[config.mk]
export PLATFORM = sky130hd
export DESIGN_NAME = mio_bus_responder
export DESIGN_NICKNAME = d
export VERILOG_FILES = /design/src/rtl/mio_bus_responder.sv
export SDC_FILE = /design/constraint.sdc
export NUM_CORES = 1
export LEC_CHECK = 0
export ABC_CLOCK_PERIOD_IN_PS = 6630
export CAP_MARGIN = 20
export CORE_UTILIZATION = 49
export CTS_CLUSTER_SIZE = 25
export DETAILED_ROUTE_END_ITERATION = 8
export PLACE_DENSITY = 0.79
export SLEW_MARGIN = 30
export SYNTH_ARGS = -nofsm -noshare
export SYNTH_HDL_FRONTEND = slang
export SYNTH_SLANG_ARGS = --single-unit
[constraint.sdc]
create_clock -name clk -period 6.63 [get_ports clk]
set_input_delay 1.326 -clock clk [delete_from_list [all_inputs] [get_ports clk]]
set_output_delay 1.326 -clock clk [all_outputs]
set_load 0.01 [all_outputs]
[src/rtl/mio_bus_responder.sv]
// mio_bus_responder
//   Memory/IO responder on the core's data port. One access is in flight at a time.
//   Decodes the CPU byte address into:
//     0x0000_0000 .. 4*2^RAM_AW-1 : data RAM (external synchronous RAM port)
//     0xE000_0000                 : R = synchronized switches, W = LED register
//     0xF000_0000                 : R = timer value, W = load value and reload
//     0xF000_0004                 : timer ctrl {irq_en, ovf, en}, ovf is write-1-to-clear
//   Any other address reads 0, ignores writes and flags mio_err with the response.
//
// Ports
//   clk, rst                 : clock (rising edge), asynchronous active-high reset
//   mem_addr/wdata/we/re     : CPU request, held until mio_ready
//   mem_rdata                : read data, held until the next read response
//   mio_ready, mio_err       : one-cycle completion pulse, unmapped-address flag
//   ram_addr/din/en/we       : data RAM request (combinational in the accept cycle)
//   ram_dout                 : data RAM read data, valid RAM_LAT cycles after ram_en
//   sw_in                    : asynchronous board switches
//   led_out                  : LED register
//   cnt_irq                  : timer interrupt level (ovf & irq_en)

module mio_bus_responder #(
    parameter int unsigned RAM_AW  = 10,
    parameter int unsigned RAM_LAT = 1,
    parameter int unsigned CNT_W   = 32
) (
    input  logic              clk,
    input  logic              rst,
    input  logic [31:0]       mem_addr,
    input  logic [31:0]       mem_wdata,
    input  logic              mem_we,
    input  logic              mem_re,
    output logic [31:0]       mem_rdata,
    output logic              mio_ready,
    output logic              mio_err,
    output logic [RAM_AW-1:0] ram_addr,
    output logic [31:0]       ram_din,
    output logic              ram_en,
    output logic              ram_we,
    input  logic [31:0]       ram_dout,
    input  logic [15:0]       sw_in,
    output logic [15:0]       led_out,
    output logic              cnt_irq
);

    localparam logic [31:0] GpioAddr = 32'hE000_0000;
    localparam logic [31:0] TvalAddr = 32'hF000_0000;
    localparam logic [31:0] TctlAddr = 32'hF000_0004;
    localparam logic [7:0]  WaitInit = 8'(RAM_LAT - 1);

    typedef enum logic [1:0] {
        StIdle,
        StWait,
        StResp
    } state_e;

    state_e state_q, state_d;

    logic [7:0]       wait_q, wait_d;
    logic [31:0]      rdata_q, rdata_d;
    logic             err_q, err_d;
    logic [15:0]      sw_meta_q, sw_sync_q;
    logic [15:0]      led_q, led_d;
    logic [CNT_W-1:0] value_q, value_d;
    logic [CNT_W-1:0] reload_q, reload_d;
    logic             en_q, en_d;
    logic             ovf_q, ovf_d;
    logic             irq_en_q, irq_en_d;

    // ------------------------------------------------------------------
    // Address decode
    // ------------------------------------------------------------------
    logic sel_ram, sel_gpio, sel_tval, sel_tctl, sel_none;

    assign sel_ram  = (mem_addr[31:RAM_AW+2] == '0);
    assign sel_gpio = (mem_addr == GpioAddr);
    assign sel_tval = (mem_addr == TvalAddr);
    assign sel_tctl = (mem_addr == TctlAddr);
    assign sel_none = !(sel_ram || sel_gpio || sel_tval || sel_tctl);

    // A request is only taken in IDLE; we wins over re.
    logic accept;
    logic wr_led, wr_tval, wr_tctl;

    assign accept  = (state_q == StIdle) && (mem_we || mem_re);
    assign wr_led  = accept && mem_we && sel_gpio;
    assign wr_tval = accept && mem_we && sel_tval;
    assign wr_tctl = accept && mem_we && sel_tctl;

    // Read data for the single-cycle (non-RAM) targets.
    logic [31:0] io_rdata;

    always_comb begin
        io_rdata = 32'h0;
        if (sel_gpio) begin
            io_rdata = {16'h0, sw_sync_q};
        end else if (sel_tval) begin
            io_rdata = 32'(value_q);
        end else if (sel_tctl) begin
            io_rdata = {29'h0, irq_en_q, ovf_q, en_q};
        end
    end

    // ------------------------------------------------------------------
    // Access FSM
    // ------------------------------------------------------------------
    always_comb begin
        state_d = state_q;
        wait_d  = wait_q;
        rdata_d = rdata_q;
        err_d   = err_q;
        case (state_q)
            StIdle: begin
                if (mem_we || mem_re) begin
                    err_d = sel_none;
                    if (mem_we) begin
                        state_d = StResp;
                    end else if (sel_ram) begin
                        state_d = StWait;
                        wait_d  = WaitInit;
                    end else begin
                        state_d = StResp;
                        rdata_d = io_rdata;
                    end
                end
            end
            StWait: begin
                if (wait_q == 8'd0) begin
                    rdata_d = ram_dout;
                    state_d = StResp;
                end else begin
                    wait_d = wait_q - 8'd1;
                end
            end
            StResp: begin
                state_d = StIdle;
            end
            default: begin
                state_d = StIdle;
            end
        endcase
    end

    always_ff @(posedge clk or posedge rst) begin
        if (rst) begin
            state_q <= StIdle;
            wait_q  <= 8'd0;
            rdata_q <= 32'h0;
            err_q   <= 1'b0;
        end else begin
            state_q <= state_d;
            wait_q  <= wait_d;
            rdata_q <= rdata_d;
            err_q   <= err_d;
        end
    end

    // ------------------------------------------------------------------
    // GPIO and timer
    // ------------------------------------------------------------------
    always_comb begin
        led_d    = led_q;
        value_d  = value_q;
        reload_d = reload_q;
        en_d     = en_q;
        ovf_d    = ovf_q;
        irq_en_d = irq_en_q;

        if (wr_led) begin
            led_d = mem_wdata[15:0];
        end

        if (en_q) begin
            if (value_q != '0) begin
                value_d = value_q - CNT_W'(1);
            end else begin
                value_d = reload_q;
            end
        end

        if (wr_tctl) begin
            en_d     = mem_wdata[0];
            irq_en_d = mem_wdata[2];
            if (mem_wdata[1]) begin
                ovf_d = 1'b0;
            end
        end

        // Applied after the W1C so a same-cycle overflow keeps ovf set; a CPU value
        // write suppresses the overflow of that cycle.
        if (wr_tval) begin
            value_d  = mem_wdata[CNT_W-1:0];
            reload_d = mem_wdata[CNT_W-1:0];
        end else if (en_q && (value_q == '0)) begin
            ovf_d = 1'b1;
        end
    end

    always_ff @(posedge clk or posedge rst) begin
        if (rst) begin
            sw_meta_q <= 16'h0;
            sw_sync_q <= 16'h0;
            led_q     <= 16'h0;
            value_q   <= '0;
            reload_q  <= '0;
            en_q      <= 1'b0;
            ovf_q     <= 1'b0;
            irq_en_q  <= 1'b0;
        end else begin
            sw_meta_q <= sw_in;
            sw_sync_q <= sw_meta_q;
            led_q     <= led_d;
            value_q   <= value_d;
            reload_q  <= reload_d;
            en_q      <= en_d;
            ovf_q     <= ovf_d;
            irq_en_q  <= irq_en_d;
        end
    end

    // ------------------------------------------------------------------
    // Outputs
    // ------------------------------------------------------------------
    // RAM strobes are combinational in the accept cycle; gated by rst so they drop
    // the instant reset is asserted even while a request is still held.
    assign ram_addr  = mem_addr[RAM_AW+1:2];
    assign ram_din   = mem_wdata;
    assign ram_en    = !rst && accept && sel_ram;
    assign ram_we    = !rst && accept && sel_ram && mem_we;

    assign mem_rdata = rdata_q;
    assign mio_ready = (state_q == StResp);
    assign mio_err   = (state_q == StResp) && err_q;
    assign led_out   = led_q;
    assign cnt_irq   = ovf_q && irq_en_q;

endmodule
* Word-level counts from Yosys, hierarchy flattened
Index checks and enable logic that the tools add are counted.
Cells by class: add/sub/neg operators 2, equality and inequality tests 11, multiplexer cells 25, reductions and logical operators 28
Operators by type and width (number):
- $mux W32 | 9
- $eq A32 B32 Y1 const B | 3
- $pmux W32 S2 | 1
- $logic_not A32 Y1 | 1
- $mux W8 | 4
- $reduce_bool A32 Y1 | 1
- $sub A32 B1 Y32 const B | 1
- $logic_not A20 Y1 | 1
- $pmux W8 S2 | 1
- $logic_and A1 B1 Y1 | 11
- $ne A2 B2 Y1 const B | 5
- $reduce_and A5 Y1 | 2
- $logic_not A8 Y1 | 1
- $mux W2 | 4
- $sub A8 B1 Y8 const B | 1
- $logic_or A1 B1 Y1 | 4
- $mux W1 | 4
- $pmux W2 S2 | 1
- $reduce_and A2 Y1 | 2
- $reduce_bool A2 Y1 | 2
- $mux W3 | 1
- $eq A2 B1 Y1 const B | 1
- $eq A2 B2 Y1 const B | 1
- $logic_not A1 Y1 | 2
- 2 further kinds | 2
Storage, ports and cells: flip-flop bits (word level) 158, input bits 116

* Longest topological paths before layout
depth in word-level cells 8, gate-level depth with buffers 10, mapped depth without buffers 8

* Worst setup path before layout
OpenSTA, ideal clock, no wires.
path type input to output, from in mem_addr[25], to out ram_we, arrival time 2714 ps, data required time 5304 ps, slack 2590 ps, cell stages on the path 6, path through nor4_1 and3b_1 buf_2 nand3_1 nor3_1 and2_1
On the way: word-level cells in the longest chain between the ends 3
Ends and longest elaborated chain:
- start, declared | RTL line 28 | input logic [31:0] mem_addr,
- $logic_not A20 Y1 | RTL line 74 | assign sel_ram = (mem_addr[31:RAM_AW+2] == '0);
- $logic_and A1 B1 Y1
- via ram_en | RTL line 37 | output logic ram_en,
- $logic_and A1 B1 Y1 | RTL line 228 | assign ram_we = !rst && accept && sel_ram && mem_we;
- end, declared | RTL line 38 | output logic ram_we,
The timed path passes the listed nets, and every way through them passes these cells.

* Worst setup path in the final report
from in mem_addr[25], to out ram_we
On the way: word-level cells in the longest chain between the ends 3
Ends and longest elaborated chain (RTL line):
- $logic_not A20 Y1 | 74
- $logic_and A1 B1 Y1 (2 in series) | 228
No other way between the ends.

==> impl_metrics.csv <==
group,metric,value,unit
worst_setup_path,start_kind,"input pin",
timing,max-slew-margin-rel,31.43,%
finish,syn2layout_area_growth,32.30,%
floorplanning,initial_core_util,50.93,%
cts,cts_resized,0,
worst_setup_path,critical_path.top_delay_family,"simple AND/OR/NAND/NOR gates",
synth,yosysSeqAreaShare,50.50,%
finish,nFillCells,1234,
synth,synthFlopType,"dfrtp_1",
floorplanning,die_w,128.4,um
worst_setup_path,worst-path-buf-inv,2,
synth,synth_largest_area_cell,"dfrtp_1",
finish,antenna_cells,0,
pwr,power_frac_comb,7.3,%
synth,ys_ff_latch,158,
drt,vias,6860,
worst_setup_path,cp_slowest_cell,"and3b_1",
worst_hold_path,min_path_type,"reg2reg",
synth,avgSynthCellArea,9.478,um2
worst_setup_path,cp_max_fo,16,
placed_design,hpwl,14650,um
cts,cts_setup_buffers,0,
worst_setup_path,cpMostUsedCell,"clkdlybuf4s50_1",
timing,final_hold_viol_count,0,
placed_design,dp.cells,1164,
cts,cts_hold_buf,0,
floorplanning,dieHeight,128.4,um
placed_design,place.port_buffers,210,
timing,min_period_over_period,81.43,%
cts,worst_skew_pair.late_latency,0.43,ns
drt,antenna_left,0,
timing,fin_crit,5.399,ns
global_routing,overflow,0,
drt,vias_per_cell,5.731,
finish,final_cells,1197,
cts,cts_buffers,17,
cts,h-tree-depth,4,
status,status,"completed",
drt,wl_per_cell,17.26,um
placed_design,gp_congestion,0.8955,
drt,drc,0,
synth,syn_area,7829,um2
floorplanning,io_pins,211,
worst_setup_path,end_kind,"primary output",
global_routing,grt_max_degree,100,
drt,drt_iter0_markers,500,
synth,syn_inst,826,
timing,fmax,185.2,MHz
synth,synth_warnings,0,
timing,tns,0,ns
synth,ys_types,61,
timing,grt_setup_unrepaired,"no",
pwr,power,2.116,mW
synth,yosysTopAreaCellShare,50.50,%
timing,worst_pin_slew,1.019,ns
worst_setup_path,max_stage_delay,0.62,ns
pwr,vdd_drop_max,0.1957,mV
worst_setup_path,worstPathCellList,"clkdlybuf4s50_1 > nor4_1 > and3b_1 > nand3_1 > nor3_1 > and2_1 > clkdlybuf4s50_1",
floorplanning,dieArea,16490,um2
cts,cts_tree,"built",
drt,drt_wl_total,20660,um
finish,nNetsFinal,1093,
cts,clk_path_buf_depth,2,
worst_setup_path,worstPathArrival,4.07,ns
floorplanning,core,15370,um2
timing,final-setup-viol-count,0,
floorplanning,num_rows,45,
pwr,power.density,204.3,nW/um2
pwr,intPower,1.579,mW
synth,synth_fp_nets,946,
synth,synth_edf_count,0,
global_routing,grt.total_usage,25.74,%
pwr,p_sw,0.5372,mW
pwr,p_leak,4.413,nW
pwr,pwr-share-clk,46.4,%
job,maxCapViolations,0,
global_routing,grt_pass1_wl,32650,um
cts,cts_sinks,158,
timing,whs,0.3473,ns
global_routing,grt_pass1_vias,6284,
worst_setup_path,crit_required,5.30,ns
pwr,seq_power_share,46.3,%
global_routing,antenna_found_initial,0,
timing,clock-skew-final,0.007378,ns
pwr,switching_share,25.38,%
finish,drive_gt1_share,7.809,%
synth,netlist_top_cells_area,"dfrtp_1 51%, nand2_1 7.9%, o21ai_0 4.7%",
cts,clk_pin_slew_worst_paths,0.07,ns
synth,synthArstFlopShare,100.0,%
cts,cts_root_buffer,"clkbuf_16",
worst_setup_path,path_class,"in2out",
timing,drv_slew,0,
drt,first_pass_iters,6,
==> path summary, 6_finish.rpt <==
check | start | to | slack (ns) | cells after the start
min in group asynchronous | rst | state_q[1] | 1.43 | 2
max in group asynchronous | rst | reload_q[11] | 3.94 | 3
max reg2reg | value_q[12] | value_q[31] | 3.44 | 6
min | sw_meta_q[9] | sw_sync_q[9] | 0.35 | 0
min reg2reg | sw_meta_q[9] | sw_sync_q[9] | 0.35 | 0
max | mem_addr[25] | ram_we | 1.23 | 7
==> cell usage in the layout, fill, tap and decap left out, types with 9 or more instances in the layout <==
| cell type | count |
|---|---|
| clkbuf_16 | 17 |
| inv_1 | 11 |
| a211o_1 | 9 |
| a21oi_1 | 22 |
| o211ai_1 | 9 |
| dfrtp_1 | 158 |
| nor4_1 | 17 |
| nand3_1 | 13 |
| a22o_1 | 14 |
| nand4_1 | 11 |
| or3_1 | 12 |
| o21ai_0 | 73 |
| a22oi_1 | 29 |
| nand2_1 | 165 |
| mux2_2 | 21 |
| clkdlybuf4s50_1 | 210 |
| nor2_1 | 40 |
| nor3_1 | 27 |
==> cells by family after synthesis <==
kind of cell	after synthesis	synth area share, %
flip-flops	158	50.50
adder cells (fa/ha/maj)	4	0.6393
buffers and inverters	102	7.607
XOR/XNOR	2	0.2238
AO/OA/AOI/OAI	202	16.88
multiplexers	25	3.532
AND/OR/NAND/NOR	333	20.62
==> stage by stage <==
stage / area, um2 / util, % / worst slack [ns]
after global placement: 9724 / 63.26 / 1.310
after detailed placement: 9724 / 63.26 / 1.251
after global routing: 10360 / 67.38 / 0.9773
final: 10360 / 67.38 / 1.231
after floorplan: 7829 / - / 1.041
after CTS: 10330 / 67.24 / 1.227
==> routing by layer <==
metal / track usage, % / part of all wire [%] / vias to the layer above
met5: 0 / 0 / -
met4: 8.443 / 1.5 / 0
met3: 5.073 / 7.7 / 30
met2: 41.75 / 47 / 326
met1: 34.81 / 44 / 3266
li1: - / - / 3238
==> power groups by stage <==
stage                     Sequential [mW]  Combinational, mW  Clock (mW)
after floorplan                     0.997             0.0570           0
after global placement              0.998              0.155           0
after detailed placement            0.998              0.155           0
after CTS                           0.979              0.156       0.996
after global routing                0.980              0.166        1.04
final                               0.979              0.154       0.983
==> Yosys cell counts, types with 7 or more instances <==
master / count
a211o_1: 9
a21oi_1: 22
a22o_1: 14
a22oi_1: 29
a31oi_1: 8
and2_1: 8
buf_2: 11
buf_4: 43
clkbuf_1: 28
dfrtp_1: 158
inv_1: 12
mux2_2: 21
nand2_1: 165
nand3_1: 13
nand4_1: 11
nor2_1: 40
nor3_1: 27
nor4_1: 18
o211ai_1: 9
o21ai_0: 73
o31ai_1: 7
or3_1: 12
==> flip-flops by register name, summed over array words and instances, names as in the netlist <==
name       flops
value_q       32
err_q          1
en_q           1
sw_sync_q     16
wait_q         8
mem_rdata     32
led_out       16
reload_q      32
sw_meta_q     16
state_q        2
irq_en_q       1
ovf_q          1
==> cell type report <==
type | instances | area (um2) | share of cell area [%]
clock buffers | 17 | 425.4 | 4.107
repair buffers | 217 | 2158 | 20.84
well taps | 211 | 264.0 | 2.549
multi-input cells | 566 | 3314 | 32.00
clock inverters | 15 | 185.2 | 1.788
inverters | 13 | 56.30 | 0.5436
flip-flops and latches | 158 | 3954 | 38.17
(Power assumes the default switching activity.)
